$ cat config.mk
export PLATFORM = sky130hd
export DESIGN_NAME = output_matrix_streamer
export DESIGN_NICKNAME = d
export VERILOG_FILES = /design/src/rtl/output_matrix_streamer.sv
export SDC_FILE = /design/constraint.sdc
export NUM_CORES = 1
export LEC_CHECK = 0
export ABC_AREA = 1
export BUFFER_PORTS_ARGS = -buffer_cell sky130_fd_sc_hd__buf_2
export CAP_MARGIN = 40
export CORE_MARGIN = 8
export CORE_UTILIZATION = 53
export DETAILED_ROUTE_END_ITERATION = 10
export PLACE_DENSITY = 0.86
export SLEW_MARGIN = 40
export SYNTH_ARGS = -nofsm -noshare
export SYNTH_HDL_FRONTEND = slang
export SYNTH_SLANG_ARGS = --single-unit
$ cat constraint.sdc
create_clock -name clk -period 7.1 [get_ports clk]
set_input_delay 0.355 -clock clk [delete_from_list [all_inputs] [get_ports clk]]
set_output_delay 0.355 -clock clk [all_outputs]
set_load 0.02 [all_outputs]
$ cat src/rtl/output_matrix_streamer.sv
// output_matrix_streamer: snapshots an accumulated ROWS x COLS matrix on start,
// requantizes each element (arithmetic shift + signed saturation) and drains it
// one row per valid/ready transfer.
module output_matrix_streamer #(
    parameter int WORD_SIZE = 16,
    parameter int OUT_WIDTH = 8,
    parameter int SHIFT     = 0,
    parameter int ROWS      = 4,
    parameter int COLS      = 4
) (
    input  logic                           clk,
    input  logic                           rst,
    input  logic                           start,
    input  logic [ROWS*COLS*WORD_SIZE-1:0] matrix_in,
    input  logic                           out_ready,
    output logic                           out_valid,
    output logic [COLS*OUT_WIDTH-1:0]      out_data,
    output logic [$clog2(ROWS):0]          out_row,
    output logic                           out_last,
    output logic                           busy,
    output logic                           done,
    output logic                           sat_flag
);

    localparam int RW       = $clog2(ROWS) + 1;
    localparam int ROW_BITS = COLS * WORD_SIZE;

    // Saturation bounds expressed at the input word width so the comparison
    // happens on the shifted value before any truncation.
    localparam logic signed [WORD_SIZE-1:0] QMAX = WORD_SIZE'((2 ** (OUT_WIDTH - 1)) - 1);
    localparam logic signed [WORD_SIZE-1:0] QMIN = WORD_SIZE'(-(2 ** (OUT_WIDTH - 1)));

    typedef enum logic [1:0] {
        IDLE   = 2'd0,
        LOAD   = 2'd1,
        STREAM = 2'd2
    } state_t;

    state_t state;
    state_t next_state;

    logic                           capture;
    logic                           load;
    logic                           finish;
    logic [ROWS*COLS*WORD_SIZE-1:0] snap;
    logic [RW-1:0]                  load_idx;
    logic [ROW_BITS-1:0]            row_word;
    logic [COLS*OUT_WIDTH-1:0]      load_data;
    logic                           load_sat;
    logic signed [WORD_SIZE-1:0]    elem;
    logic signed [WORD_SIZE-1:0]    shifted;

    // State register.
    always_ff @(posedge clk) begin
        if (rst) begin
            state <= IDLE;
        end else begin
            state <= next_state;
        end
    end

    // Next-state and control strobes: capture on start, load a row on entry
    // to streaming and after every non-final transfer, finish on the last one.
    always_comb begin
        next_state = state;
        capture    = 1'b0;
        load       = 1'b0;
        finish     = 1'b0;
        case (state)
            IDLE: begin
                if (start) begin
                    capture    = 1'b1;
                    next_state = LOAD;
                end
            end
            LOAD: begin
                load       = 1'b1;
                next_state = STREAM;
            end
            STREAM: begin
                if (out_valid && out_ready) begin
                    if (out_last) begin
                        finish     = 1'b1;
                        next_state = IDLE;
                    end else begin
                        load = 1'b1;
                    end
                end
            end
            default: next_state = IDLE;
        endcase
    end

    // Snapshot buffer; deliberately not reset so it costs no reset routing.
    always_ff @(posedge clk) begin
        if (capture) begin
            snap <= matrix_in;
        end
    end

    // Select the row about to be loaded: row 0 from LOAD, otherwise the
    // successor of the row currently presented.
    always_comb begin
        load_idx = (state == LOAD) ? '0 : out_row + RW'(1);
        row_word = '0;
        for (int unsigned r = 0; r < ROWS; r++) begin
            if (load_idx == RW'(r)) begin
                row_word = snap[r*ROW_BITS +: ROW_BITS];
            end
        end
    end

    // Requantize the selected row: sign-extending shift, then clamp to the
    // signed output range, flagging any element that clamped.
    always_comb begin
        load_data = '0;
        load_sat  = 1'b0;
        elem      = '0;
        shifted   = '0;
        for (int unsigned c = 0; c < COLS; c++) begin
            elem    = row_word[c*WORD_SIZE +: WORD_SIZE];
            shifted = elem >>> SHIFT;
            if (shifted > QMAX) begin
                load_data[c*OUT_WIDTH +: OUT_WIDTH] = QMAX[OUT_WIDTH-1:0];
                load_sat = 1'b1;
            end else if (shifted < QMIN) begin
                load_data[c*OUT_WIDTH +: OUT_WIDTH] = QMIN[OUT_WIDTH-1:0];
                load_sat = 1'b1;
            end else begin
                load_data[c*OUT_WIDTH +: OUT_WIDTH] = shifted[OUT_WIDTH-1:0];
            end
        end
    end

    // Registered output stage: row presentation, status and the done pulse.
    always_ff @(posedge clk) begin
        if (rst) begin
            out_valid <= 1'b0;
            out_data  <= '0;
            out_row   <= '0;
            out_last  <= 1'b0;
            busy      <= 1'b0;
            done      <= 1'b0;
            sat_flag  <= 1'b0;
        end else begin
            done <= finish;
            if (capture) begin
                busy     <= 1'b1;
                sat_flag <= 1'b0;
            end
            if (load) begin
                out_data  <= load_data;
                out_row   <= load_idx;
                out_valid <= 1'b1;
                out_last  <= (load_idx == RW'(ROWS - 1));
                sat_flag  <= sat_flag | load_sat;
            end
            if (finish) begin
                out_valid <= 1'b0;
                out_last  <= 1'b0;
                busy      <= 1'b0;
            end
        end
    end

endmodule

# ---- Yosys cells after proc, flatten, opt, wreduce, memory -nomap -nowiden
# Index checks and enable logic that the tools add are counted.
# Widths: inputs -> output; s select.
dict set report word_totals {
  out_inout_bits 40
  input_bits 260
  regBits 298
  elab_cells 68
}
dict set report op_classes {
  bitwise 1
  eq_ne 8
  n_addsub 1
  magnitude_cmp 8
  n_reduce_logical 6
  muxes 35
}
# op n
set op_table {}
lappend op_table {{$mux 64} 4}
lappend op_table {{$gt 16x8->1 const B} 4}
lappend op_table {{$lt 16x8->1 const B} 4}
lappend op_table {{$mux 8} 8}
lappend op_table {{$mux 1} 17}
lappend op_table {{$eq 3x2->1 const B} 2}
lappend op_table {{$mux 2} 3}
lappend op_table {{$ne 2x2->1 const B} 3}
lappend op_table {{$pmux 2 s3} 1}
lappend op_table {{$add 3x1->3 const B} 1}
lappend op_table {{$eq 3x1->1 const B} 1}
lappend op_table {{$logic_not 3->1} 1}
lappend op_table {{$mux 3} 1}
lappend op_table {{$reduce_and 3->1} 1}
lappend op_table {{$eq 2x1->1 const B} 1}
lappend op_table {{$eq 2x2->1 const B} 1}
lappend op_table {{$logic_not 2->1} 1}
lappend op_table {{$pmux 1 s2} 1}
lappend op_table {{$reduce_bool 2->1} 1}
lappend op_table {{$reduce_or 2->1} 1}
lappend op_table {{$logic_and 1x1->1} 1}
lappend op_table {{$or 1x1->1} 1}

# ---- Longest topological paths before layout
dict set report depth {
  ltp_word 18
  depth_mapped 18
  ltp_nobuf 18
}

# ---- Worst setup path after synthesis
# No wires, ideal clock.
dict set report synth_path {
  path_type {register to register}
  start {register state[0]}
  end {register snap[0] (enable)}
  path_stages_with_launch 5
  required_time_ns 6.492
  path_buffers 0
  setup_ns 0.608
  t_arrival_ns 5.580
  slack_ns 0.912
  path_cell_list {dfxtp_1 -> inv_1 -> ha_1 -> nand2_1 -> inv_1}
}
dict set report synth_between {
  elab_chain_len 2
}
# item line_no
set synth_rtl {}
lappend synth_rtl {{start, declared} 39} ;# state_t state;
lappend synth_rtl {{start signal, assigned} 58} ;# state <= next_state;
lappend synth_rtl {{$logic_not 2->1} 69} ;# case (state)
lappend synth_rtl {{$mux 1} 69}
lappend synth_rtl {{via capture} 42} ;# logic capture;
lappend synth_rtl {{end signal, assigned} 97} ;# snap <= matrix_in;
lappend synth_rtl {{end, declared} 45} ;# logic [ROWS*COLS*WORD_SIZE-1:0] snap;
# The timed path passes the listed nets, and every way through them passes these cells.
# A chain may end at the register's enable or synchronous reset.

# ---- Worst setup path in the final report
dict set report layout_path {
  start {register out_row[0]}
  end {register out_data[25]}
}
dict set report layout_between {
  elab_chain_len 10
}
# item line_no
set layout_rtl {}
lappend layout_rtl {{start, declared} 18} ;# output logic [$clog2(ROWS):0] out_row,
lappend layout_rtl {{start signal, assigned} 153} ;# out_row <= load_idx;
lappend layout_rtl {{$add 3x1->3 (*)} 104} ;# load_idx = (state == LOAD) ? '0 : out_row + RW'(1);
lappend layout_rtl {{$mux 3 (*)} 104}
lappend layout_rtl {{$logic_not 3->1} 107} ;# if (load_idx == RW'(r)) begin
lappend layout_rtl {{$mux 64 (3 in series)} 107}
lappend layout_rtl {{$mux 64 (*)} 107}
lappend layout_rtl {{$lt 16x8->1} 126} ;# end else if (shifted < QMIN) begin
lappend layout_rtl {{$mux 8} 126}
lappend layout_rtl {{$mux 8 (*)} 123} ;# if (shifted > QMAX) begin
lappend layout_rtl {{end signal, assigned} 152} ;# out_data <= load_data;
lappend layout_rtl {{end, declared} 17} ;# output logic [COLS*OUT_WIDTH-1:0] out_data,
# Every way passes the cells marked *; elsewhere a longest branch is shown, timed or not.

==> metrics.md <==
| Metric | Value |
|---|---|
| Residual DRC | 0 |
| Syn Inst Count | 984 |
| Starting Density | 54.0% |
| Commonest cells after routing, fill and taps aside | buf_2, edfxtp_1, dlygate4sd3_1 |
| Post-DRT Antenna Nets | 0 |
| Power Internal | ~4.2 mW |
| MaxCap Viol Count | 0 |
| R2R Setup Slk | between 3000 and 4000 ps |
| Bufs on Longest Clock Path | 3 |
| Nets@finish | between 1500 and 2000 |
| Die W | 165 µm |
| Area Growth Syn to Fin | 43.9% |
| Fmax | 309 MHz |
| HP Class | input pin to flop |
| Number of enable flip-flop cells after synthesis | 256 |
| Sequential power share | 37.4% |
| Period Utilization, post-route | between 40% and 50% |
| Final Max Tran Viols | 0 |
| Die Y-Extent | roughly 170 µm |
| Post-DR wirelength/cell | 22.8 µm |
| Async set-reset flop share out of synthesis | 0% |
| Power per Cell Area | 415 nW/µm² |
| Syn Nets | about 1200 |
| Kind of critical path | flop to flop |
| Setup Skew | 25.0 ps |
| Relative slew slack | 45.6% |
| Worst-Margin Slew | 815 ps |
| Slowest library cell on the worst path | ha_1 |
| Crit end category | flop |
| Final min period | 3230 ps |
| Die area | 27200 µm² |
| RSZ-0062 raised after global routing | false |
| PnR Total Power | between 7 and 8 mW |
| DRT Pass-1 Iters | 6 |
| Final hold violations | 0 |
| Outcome | finished clean |
| Cts repair resizes | 0 |
| Root buffer cell | clkbuf_16 |
| Setup Viol. Count Final | 0 |
| Routed WL | 41800 µm |
| Commonest non-fill, non-tap cell in the layout | buf_2 |
| # H-tree levels | 1 |
| Filler cells | around 1200 |
| Yosys reg bits | 298 |
| Core area | 21800 µm² |
| IO Count | 300 |
| R2R cell count | 12 |
| Synth Cell Area | 11800 µm² |
| Vias in the first global route | ~11000 |
| Worst Hold Depth | 1 |
| Peak supply drop | 0.290 mV |
| CTS tree | yes |
| Clk pwr share | 22.0% |
| First-pass GRT wire length | 61500 µm |
| CP most frequent cell | nand2_1 |
| Bufs and invs on worst path | 2 |
| Crit path cell chain | ha_1 -> nand2_4 -> nor2_8 -> nand2_4 -> inv_2 -> nand2_1 -> nand3_1 -> inv_1 -> nand2_1 -> nand2_1 -> nor2_1 -> nor2_1 |
| Switching share of power | 40.5% |
| CP startpoint kind | flop |
| Top FF cell, synth | edfxtp_1 |
| Largest net degree at the start of global routing | 174 |
| Synth Area per Inst | 12.0 µm² |
| Vias per cell | 5.70 |
| Reg2reg start | out_row[0] |
| Required @ worst endpoint | roughly 7500 ps |
| Clock latency on the worst-skew pair | 560 ps |
| Sink Count | approximately 300 |
| Worst Min Path Start | matrix_in[47] |
| Clk slew on worst S/H paths | 60 ps |
| Yosys warnings | 0 |
| Post-DP HPWL | 21700 µm |
| Layout cells sized above 1 | 24.5% |
| Lkg Pwr | between 6 and 7 nW |
| Synth cell types | 29 |
| DRT iter0 DRCs | 1224 |
| Crit-path max FO | 50 |
| Largest delay contributor family on the critical path | simple AND/OR/NAND/NOR gates |
| RR Endpoint | out_data[25] |
| Inserted Clock Buffers | 30 |
| Setup_tns | 0 ps |
| Cell row count | 54 |
| Antenna violations before repair | 4 |
| Hold_ws | 21.0 ps |
| Total GRT Usage | between 20% and 30% |
| Total grt overflow | 0 |
| Net Sw Power | between 2 and 3 mW |
| Largest stage delay, worst path | between 400 and 500 ps |
| Routed vias | 10400 |
| # port buffers | 299 |
| RePlAce Congestion | roughly 0.87 |
| Comb pwr share | 40.6% |
| Register area share after synthesis | 72.4% |
| Critical path arrival | 3670 ps |
| Worst hold endpoint | snap[47] |
[area by class of cell]
cell class | instances | area [µm²] | share of cell area [%]
clock buffers | 39 | 785 | 4.63
repair buffers | 556 | 4100 | 24.2
clock inverters | 17 | 158 | 0.930
multi-input cells | 589 | 2820 | 16.6
inverters | 50 | 204 | 1.20
well taps | 280 | 350 | 2.07
diodes | 4 | 10.0 | 0.0591
flip-flops and latches | 298 | 8530 | 50.3
[worst max-delay path by stage]
stage,startpoint,endpoint,cells past startpoint
after CTS,state[1],out_data[18],16
after detailed placement,state[1],out_data[25],16
final,out_row[0],out_data[25],12
after floorplan,state[0],snap[0],4
after global placement,out_row[0],out_data[17],13
after global routing,out_row[0],out_data[18],12
[synth_stat cells (7+ instances only)]
cell type,instances,area [µm²]
edfxtp_1,256,7690
nand2_1,173,649
buf_2,22,110
buf_4,9,67.6
a21oi_1,12,60.1
dfxtp_1,42,841
nand3_1,147,736
nor2_1,124,465
inv_1,42,158
o21ai_0,55,275
clkbuf_1,12,45.0
nand4_1,41,257
inv_2,7,26.3
a221oi_1,7,61.3
[state kept, by name, indices dropped and copies added, names as in the netlist]
register / count
snap: 256
done: 1
state: 2
out_last: 1
out_valid: 1
busy: 1
sat_flag: 1
out_row: 3
out_data: 32
[power by group through the flow]
stage,Combinational [mW],Sequential (mW),Clock (mW)
after floorplan,1.78,2.79,0
after global placement,2.46,2.62,0
after detailed placement,2.56,2.62,0
after CTS,2.68,2.60,1.52
after global routing,3.12,2.65,1.62
final,2.86,2.63,1.55
[cells by family (layout without fill, tap and decap cells)]
logic type	count (synthesis)	count (layout)	share of synthesized area, %
simple gates	497	497	19.0
flops	298	298	72.4
buf+inv	97	662	3.87
compound gates	87	87	4.19
fa+ha+maj	5	5	0.531
other cells	0	4	0
[worst register-to-register path, delay by kind of cell, from the launching register on]
family	cells	cell delay [ps]
buffers and inverters	2	530
AND/OR/NAND/NOR	9	1800
adder cells (fa/ha/maj)	1	470
flip-flops	1	340
[metrics by stage]
step | util [%] | cells | setup WS, ps | instance area, µm²
after floorplan | - | 984 | 912 | 11800
after global placement | 61.4 | 1518 | 3560 | 13400
after detailed placement | 61.6 | 1520 | 3840 | 13400
after CTS | 77.3 | 1826 | 3820 | 16900
after global routing | 77.7 | 1833 | 3650 | 16900
final | 77.7 | 1833 | 3870 | 16900
[routing by layer]
metal	wire length, µm	GRT usage (%)
met4	3120	19.9
met2	21000	52.1
met5	0	0
met1	14000	32.7
met3	3700	6.20
[repair_timing]
| item | 4_1_cts | 5_1_grt |
|---|---|---|
| setup buffers | 0 | 0 |
| hold buffers | 250 | 1 |
| hold endpoints to repair | 250 | 1 |
(Power assumes the default switching activity.)
